## config.mk

```make
export PLATFORM = sky130hd
export DESIGN_NAME = alu_arbiter
export DESIGN_NICKNAME = d
export VERILOG_FILES = /design/src/rtl/alu_arbiter.sv
export SDC_FILE = /design/constraint.sdc
export NUM_CORES = 1
export LEC_CHECK = 0
export ABC_AREA = 1
export CORE_MARGIN = 3
export CORE_UTILIZATION = 30
export DETAILED_ROUTE_END_ITERATION = 10
export HOLD_SLACK_MARGIN = 0.08
export PLACE_DENSITY = 0.58
export SETUP_SLACK_MARGIN = 0.4
export SLEW_MARGIN = 40
export SYNTH_ARGS = -nofsm -noshare
export SYNTH_HDL_FRONTEND = slang
export SYNTH_SLANG_ARGS = --single-unit
```

## constraint.sdc

```tcl
create_clock -name clk -period 1.9 [get_ports clk]
set_input_delay 0.19 -clock clk [delete_from_list [all_inputs] [get_ports clk]]
set_output_delay 0.19 -clock clk [all_outputs]
set_load 0.005 [all_outputs]
```

## src/rtl/alu_arbiter.sv

```systemverilog
// Shares one combinational ALU between two requesters with round-robin arbitration.
// Latency: request handshake at edge N -> respN_valid high after edge N+1; at most one op per 3 cycles.
// Backpressure: both req readies are low outside IDLE; a response is held until its resp_ready is seen.
//
// Ports:
//   clk, rst_n                 clock (rising edge) and asynchronous active-low reset
//   reqN_valid/ready/a/b/op    request channel of requester N (N = 0, 1)
//   respN_valid/ready/result/zero  response channel of requester N
//   alu_a/alu_b/alu_op         registered operands/op driven to the external ALU
//   alu_result/alu_zero        result and zero flag returned by the ALU
// Optional feature macro: ALU_ARBITER_OPCHK_EN adds resp0_err/resp1_err and rejects op codes 10-15.
module alu_arbiter #(
  parameter int WIDTH = 32,
  parameter int OPW   = 4
) (
  input  logic             clk,
  input  logic             rst_n,
  input  logic             req0_valid,
  output logic             req0_ready,
  input  logic [WIDTH-1:0] req0_a,
  input  logic [WIDTH-1:0] req0_b,
  input  logic [OPW-1:0]   req0_op,
  input  logic             req1_valid,
  output logic             req1_ready,
  input  logic [WIDTH-1:0] req1_a,
  input  logic [WIDTH-1:0] req1_b,
  input  logic [OPW-1:0]   req1_op,
  output logic             resp0_valid,
  input  logic             resp0_ready,
  output logic [WIDTH-1:0] resp0_result,
  output logic             resp0_zero,
`ifdef ALU_ARBITER_OPCHK_EN
  output logic             resp0_err,
  output logic             resp1_err,
`endif
  output logic             resp1_valid,
  input  logic             resp1_ready,
  output logic [WIDTH-1:0] resp1_result,
  output logic             resp1_zero,
  output logic [WIDTH-1:0] alu_a,
  output logic [WIDTH-1:0] alu_b,
  output logic [OPW-1:0]   alu_op,
  input  logic [WIDTH-1:0] alu_result,
  input  logic             alu_zero
);

  typedef enum logic [1:0] {
    S_IDLE = 2'd0,
    S_EXEC = 2'd1,
    S_RESP = 2'd2
  } state_t;

  state_t r_state;
  state_t w_next;

  logic             r_gnt;   // requester owning the in-flight op
  logic             r_last;  // requester granted most recently
  logic [WIDTH-1:0] r_a;
  logic [WIDTH-1:0] r_b;
  logic [OPW-1:0]   r_op;
  logic             r_vld0;
  logic             r_vld1;
  logic [WIDTH-1:0] r_res0;
  logic [WIDTH-1:0] r_res1;
  logic             r_zero0;
  logic             r_zero1;

  logic             w_gnt;
  logic             w_hs;
  logic             w_rdy0;
  logic             w_rdy1;
  logic [WIDTH-1:0] w_a;
  logic [WIDTH-1:0] w_b;
  logic [OPW-1:0]   w_op;

  // Round robin: a lone requester wins; on contention the one not served last wins.
  always_comb begin
    w_gnt = 1'b0;
    if (req0_valid && req1_valid) begin
      w_gnt = ~r_last;
    end else if (req1_valid) begin
      w_gnt = 1'b1;
    end
  end

  assign w_a  = w_gnt ? req1_a  : req0_a;
  assign w_b  = w_gnt ? req1_b  : req0_b;
  assign w_op = w_gnt ? req1_op : req0_op;

  always_ff @(posedge clk or negedge rst_n) begin
    if (!rst_n) begin
      r_state <= S_IDLE;
    end else begin
      r_state <= w_next;
    end
  end

  always_comb begin
    w_next = r_state;
    w_rdy0 = 1'b0;
    w_rdy1 = 1'b0;
    w_hs   = 1'b0;
    case (r_state)
      S_IDLE: begin
        w_rdy0 = req0_valid && !w_gnt;
        w_rdy1 = req1_valid && w_gnt;
        w_hs   = (req0_valid && w_rdy0) || (req1_valid && w_rdy1);
        if (w_hs) begin
          w_next = S_EXEC;
        end
      end
      S_EXEC: begin
        w_next = S_RESP;
      end
      S_RESP: begin
        if (r_gnt ? resp1_ready : resp0_ready) begin
          w_next = S_IDLE;
        end
      end
      default: begin
        w_next = S_IDLE;
      end
    endcase
  end

`ifdef ALU_ARBITER_OPCHK_EN
  logic r_err;
  logic r_err0;
  logic r_err1;
  logic w_illegal;

  assign w_illegal = (w_op > OPW'(9));
`endif

  always_ff @(posedge clk or negedge rst_n) begin
    if (!rst_n) begin
      r_gnt   <= 1'b0;
      r_last  <= 1'b1;
      r_a     <= '0;
      r_b     <= '0;
      r_op    <= '0;
      r_vld0  <= 1'b0;
      r_vld1  <= 1'b0;
      r_res0  <= '0;
      r_res1  <= '0;
      r_zero0 <= 1'b0;
      r_zero1 <= 1'b0;
`ifdef ALU_ARBITER_OPCHK_EN
      r_err   <= 1'b0;
      r_err0  <= 1'b0;
      r_err1  <= 1'b0;
`endif
    end else begin
      case (r_state)
        S_IDLE: begin
          if (w_hs) begin
            r_gnt  <= w_gnt;
            r_last <= w_gnt;
`ifdef ALU_ARBITER_OPCHK_EN
            // An illegal op is replaced by ADD 0,0 so the ALU sees a harmless operation.
            r_err  <= w_illegal;
            r_a    <= w_illegal ? '0 : w_a;
            r_b    <= w_illegal ? '0 : w_b;
            r_op   <= w_illegal ? '0 : w_op;
`else
            r_a    <= w_a;
            r_b    <= w_b;
            r_op   <= w_op;
`endif
          end
        end
        S_EXEC: begin
          if (r_gnt) begin
            r_vld1  <= 1'b1;
`ifdef ALU_ARBITER_OPCHK_EN
            r_res1  <= r_err ? '0 : alu_result;
            r_zero1 <= r_err ? 1'b1 : alu_zero;
            r_err1  <= r_err;
`else
            r_res1  <= alu_result;
            r_zero1 <= alu_zero;
`endif
          end else begin
            r_vld0  <= 1'b1;
`ifdef ALU_ARBITER_OPCHK_EN
            r_res0  <= r_err ? '0 : alu_result;
            r_zero0 <= r_err ? 1'b1 : alu_zero;
            r_err0  <= r_err;
`else
            r_res0  <= alu_result;
            r_zero0 <= alu_zero;
`endif
          end
        end
        S_RESP: begin
          if (r_gnt && resp1_ready) begin
            r_vld1 <= 1'b0;
          end
          if (!r_gnt && resp0_ready) begin
            r_vld0 <= 1'b0;
          end
        end
        default: begin
        end
      endcase
    end
  end

  assign req0_ready   = w_rdy0;
  assign req1_ready   = w_rdy1;
  assign resp0_valid  = r_vld0;
  assign resp1_valid  = r_vld1;
  assign resp0_result = r_res0;
  assign resp1_result = r_res1;
  assign resp0_zero   = r_zero0;
  assign resp1_zero   = r_zero1;
`ifdef ALU_ARBITER_OPCHK_EN
  assign resp0_err    = r_err0;
  assign resp1_err    = r_err1;
`endif

  // ALU inputs come straight from registers: stable for the whole EXEC cycle,
  // holding their last value elsewhere, never combinationally from the requesters.
  assign alu_a  = r_a;
  assign alu_b  = r_b;
  assign alu_op = r_op;

endmodule

```

==> flow_summary.yaml <==
clock_tree:
  cts_tree: "done"
  numCtsBuffers: 17
  h-tree-depth: 4
  clockBufferDepth: 2
  clk_latency_ps: 420
  cts-root-buf: "clkbuf_16"
  path_clk_slew_ps: 60
  clock_sinks: 140
worst_setup_path:
  critPathTopFamily: "flip-flops"
  cp_slowest_stage_delay_ps: 400
  path_buf_inv: 3
  crit_required_ps: 1710
  cp-start-kind: "register"
  crit_slowest_cell: "dfrtp_1"
  cp.arrival_ps: 1420
  end_kind: "output port"
  path_max_fanout: 3
  path_class: "register to output port"
  worstPathCellList: "inv_2, ha_4, inv_1, nor3_2, buf_2"
synth:
  synth.distinct_cells: 21
  ys.warnings.count: 0
  netlist_area_um2: 6530
  ys.flop_type: "dfrtp_1"
  synth_edf_count: 0
  synth_seq_area_share: 0.536
  yosysMostFrequentCell: "nand2_1"
  ys_seq_elements: 140
  synth_top_area_cell: "dfrtp_1"
  synthTopCellsByArea: "dfrtp_1, nand2_1, nand3b_1"
  netlist.area_leader.share: 0.532
  syn-instance-count: 803
  async_reset_ff_frac: 1.00
  syn_area_per_cell_um2: 8.14
  synth_commonest_cells: "nand2_1, dfrtp_1, inv_1"
  synth_fp_nets: 981
timing:
  rsz0062_at_grt: "true"
  tightestPinTransition_ps: 458
  fmax_ghz: 0.622
  worst_hold_slack_ps: 290
  finalSetupViolations: 0
  slew_violations: 0
  maxSlewHeadroom: 0.694
  hold_viol: 0
  period_needed_ps: 1610
  timing.final.crit_share: 0.846
  clock_skew_ps: 11.3
  final.setup.tns_ps: 0
pwr:
  irDropWorstVdd_mv: 0.536
  finalPower_w: 0.0153
  p_per_area_nw_per_um2: 1420
  p_leak_nw: 5.97
detailed_routing:
  wl_per_cell_um: 15.5
  drc: 0
  first_pass_iters: 4
  vias_per_cell: 4.46
  drtAntennaViolNets: 0
  drt_iter0_markers: 298
  dr_total_vias: 6264
  routed_wl_um: 21700
finish:
  fill_cells: 2121
  finish.utilization: 0.510
  nNetsFinal: 1293
  drive_gt1_frac: 0.0700
  area_delta_synth_final_pct: 65.5
floorplanning:
  core.rowCount: 53
  dieArea_um2: 23600
  initial_core_util: 0.308
  dieHeight_um: 154
  fp.coreArea_um2: 21200
  pin_count: 313
  die_x_um: 154
placement:
  place.gp.congestion: 0.782
  portBuffers: 312
  hpwl_um: 14800
global_route:
  antenna_found_initial: 0
  grtUsageTotal: 0.176
  grt_pass1_wl_um: 33400
  grt_pass1_vias: 6133
  grt_start_max_net_pins: 69
  grt.overflow.total: 0
min_path:
  hold_path_class: "input port to register"
run:
  cap_violations: 0
outcome:
  status: "complete, no violations"
[path summary, 6_finish.rpt]
path | from | to | depth (start not counted) | slack [ps]
max | r_state[1] | req0_ready | 5 | 290
max reg2reg | r_state[0] | alu_a[12] | 8 | 500
min | req1_valid | r_last | 6 | 290
min reg2reg | alu_a[30] | alu_a[30] | 2 | 470
min in group asynchronous | rst_n | resp1_result[10] | 2 | 300
max in group asynchronous | rst_n | alu_a[8] | 3 | 970
[timing repair]
action                                  4_1_cts  5_1_grt
endpoints found under the hold margin        45        0
buffers inserted                              3       10
hold buffers                                  1        0
pin swaps                                     2        0
gates resized for setup                      86       57
endpoints found under the setup margin      105      131
cloned                                        0        2
[cells in the final DEF (no fill, tap or decap), drive strengths merged]
cell and instances:
nand2 289, clkdlybuf4s50 187, dfrtp 139, inv 118, nand3 70, o21ai 70
nand3b 68, dlygate4sd2 68, dlymetal6s2s 53, buf 32, clkbuf 19, ha 3
clkinv 3, clkinvlp 2, diode 1, nor3 1, nor2 1, a21oi 1
or2 1, bufinv 1, dlygate4sd3 1, dfstp 1
[report_power, final]
part	internal [W]	switching [W]	leakage [nW]	total [W]
clock	0.00186	0.00142	0.283	0.00328
sequential	0.00449	0.000778	1.70	0.00527
combinational	0.00349	0.00329	3.99	0.00678
[per-stage QoR]
stage               setup WS, ps  std cells  area (um^2)
finish                       292       1404        10800
detailed placement         -70.2       1355         9990
global route                 187       1403        10800
global placement           -72.0       1355         9990
floorplan                    551        803         6530
CTS                          252       1391        10500
[cell families after synthesis]
| kind of cell | Yosys count | share of synthesized area |
|---|---|---|
| AND/OR/NAND/NOR | 430 | 0.301 |
| AO/OA/AOI/OAI | 71 | 0.0561 |
| flip-flops | 140 | 0.536 |
| adder cells (fa/ha/maj) | 3 | 0.00575 |
| buffers and inverters | 159 | 0.101 |
[flip-flops by register name (all words and copies together) (netlist names)]
name and cells:
alu_a 32, resp0_result 32, resp0_valid 1, resp1_valid 1, resp1_result 32, r_last 1
alu_b 32, resp1_zero 1, alu_op 4, r_gnt 1, resp0_zero 1, r_state 2
[worst register-to-register path, cell delays in order (launching register included)]
cell and delay (ps):
dfrtp_1 380, inv_2 70, ha_4 160, buf_4 140
o21ai_4 100, inv_4 90, clkbuf_16 210, nand3_1 90
nand2_1 50
[routing by layer]
layer / GRT usage / wire length, um
met4: 0.0492 / 383
met3: 0.0673 / 2010
met5: 0 / 0
met2: 0.263 / 9460
met1: 0.240 / 9900
[cell type report]
type,instances,area (um^2),share of cell area
Multi-Input combinational cell,504,2400,0.222
Antenna cell,1,2.50,0.000231
Timing Repair Buffer,343,3580,0.331
Clock buffer,17,425,0.0393
Tap cell,275,344,0.0318
Clock inverter,15,153,0.0141
Inverter,109,412,0.0381
Sequential cell,140,3500,0.324
Note: power is estimated with default switching activity, not from simulation.
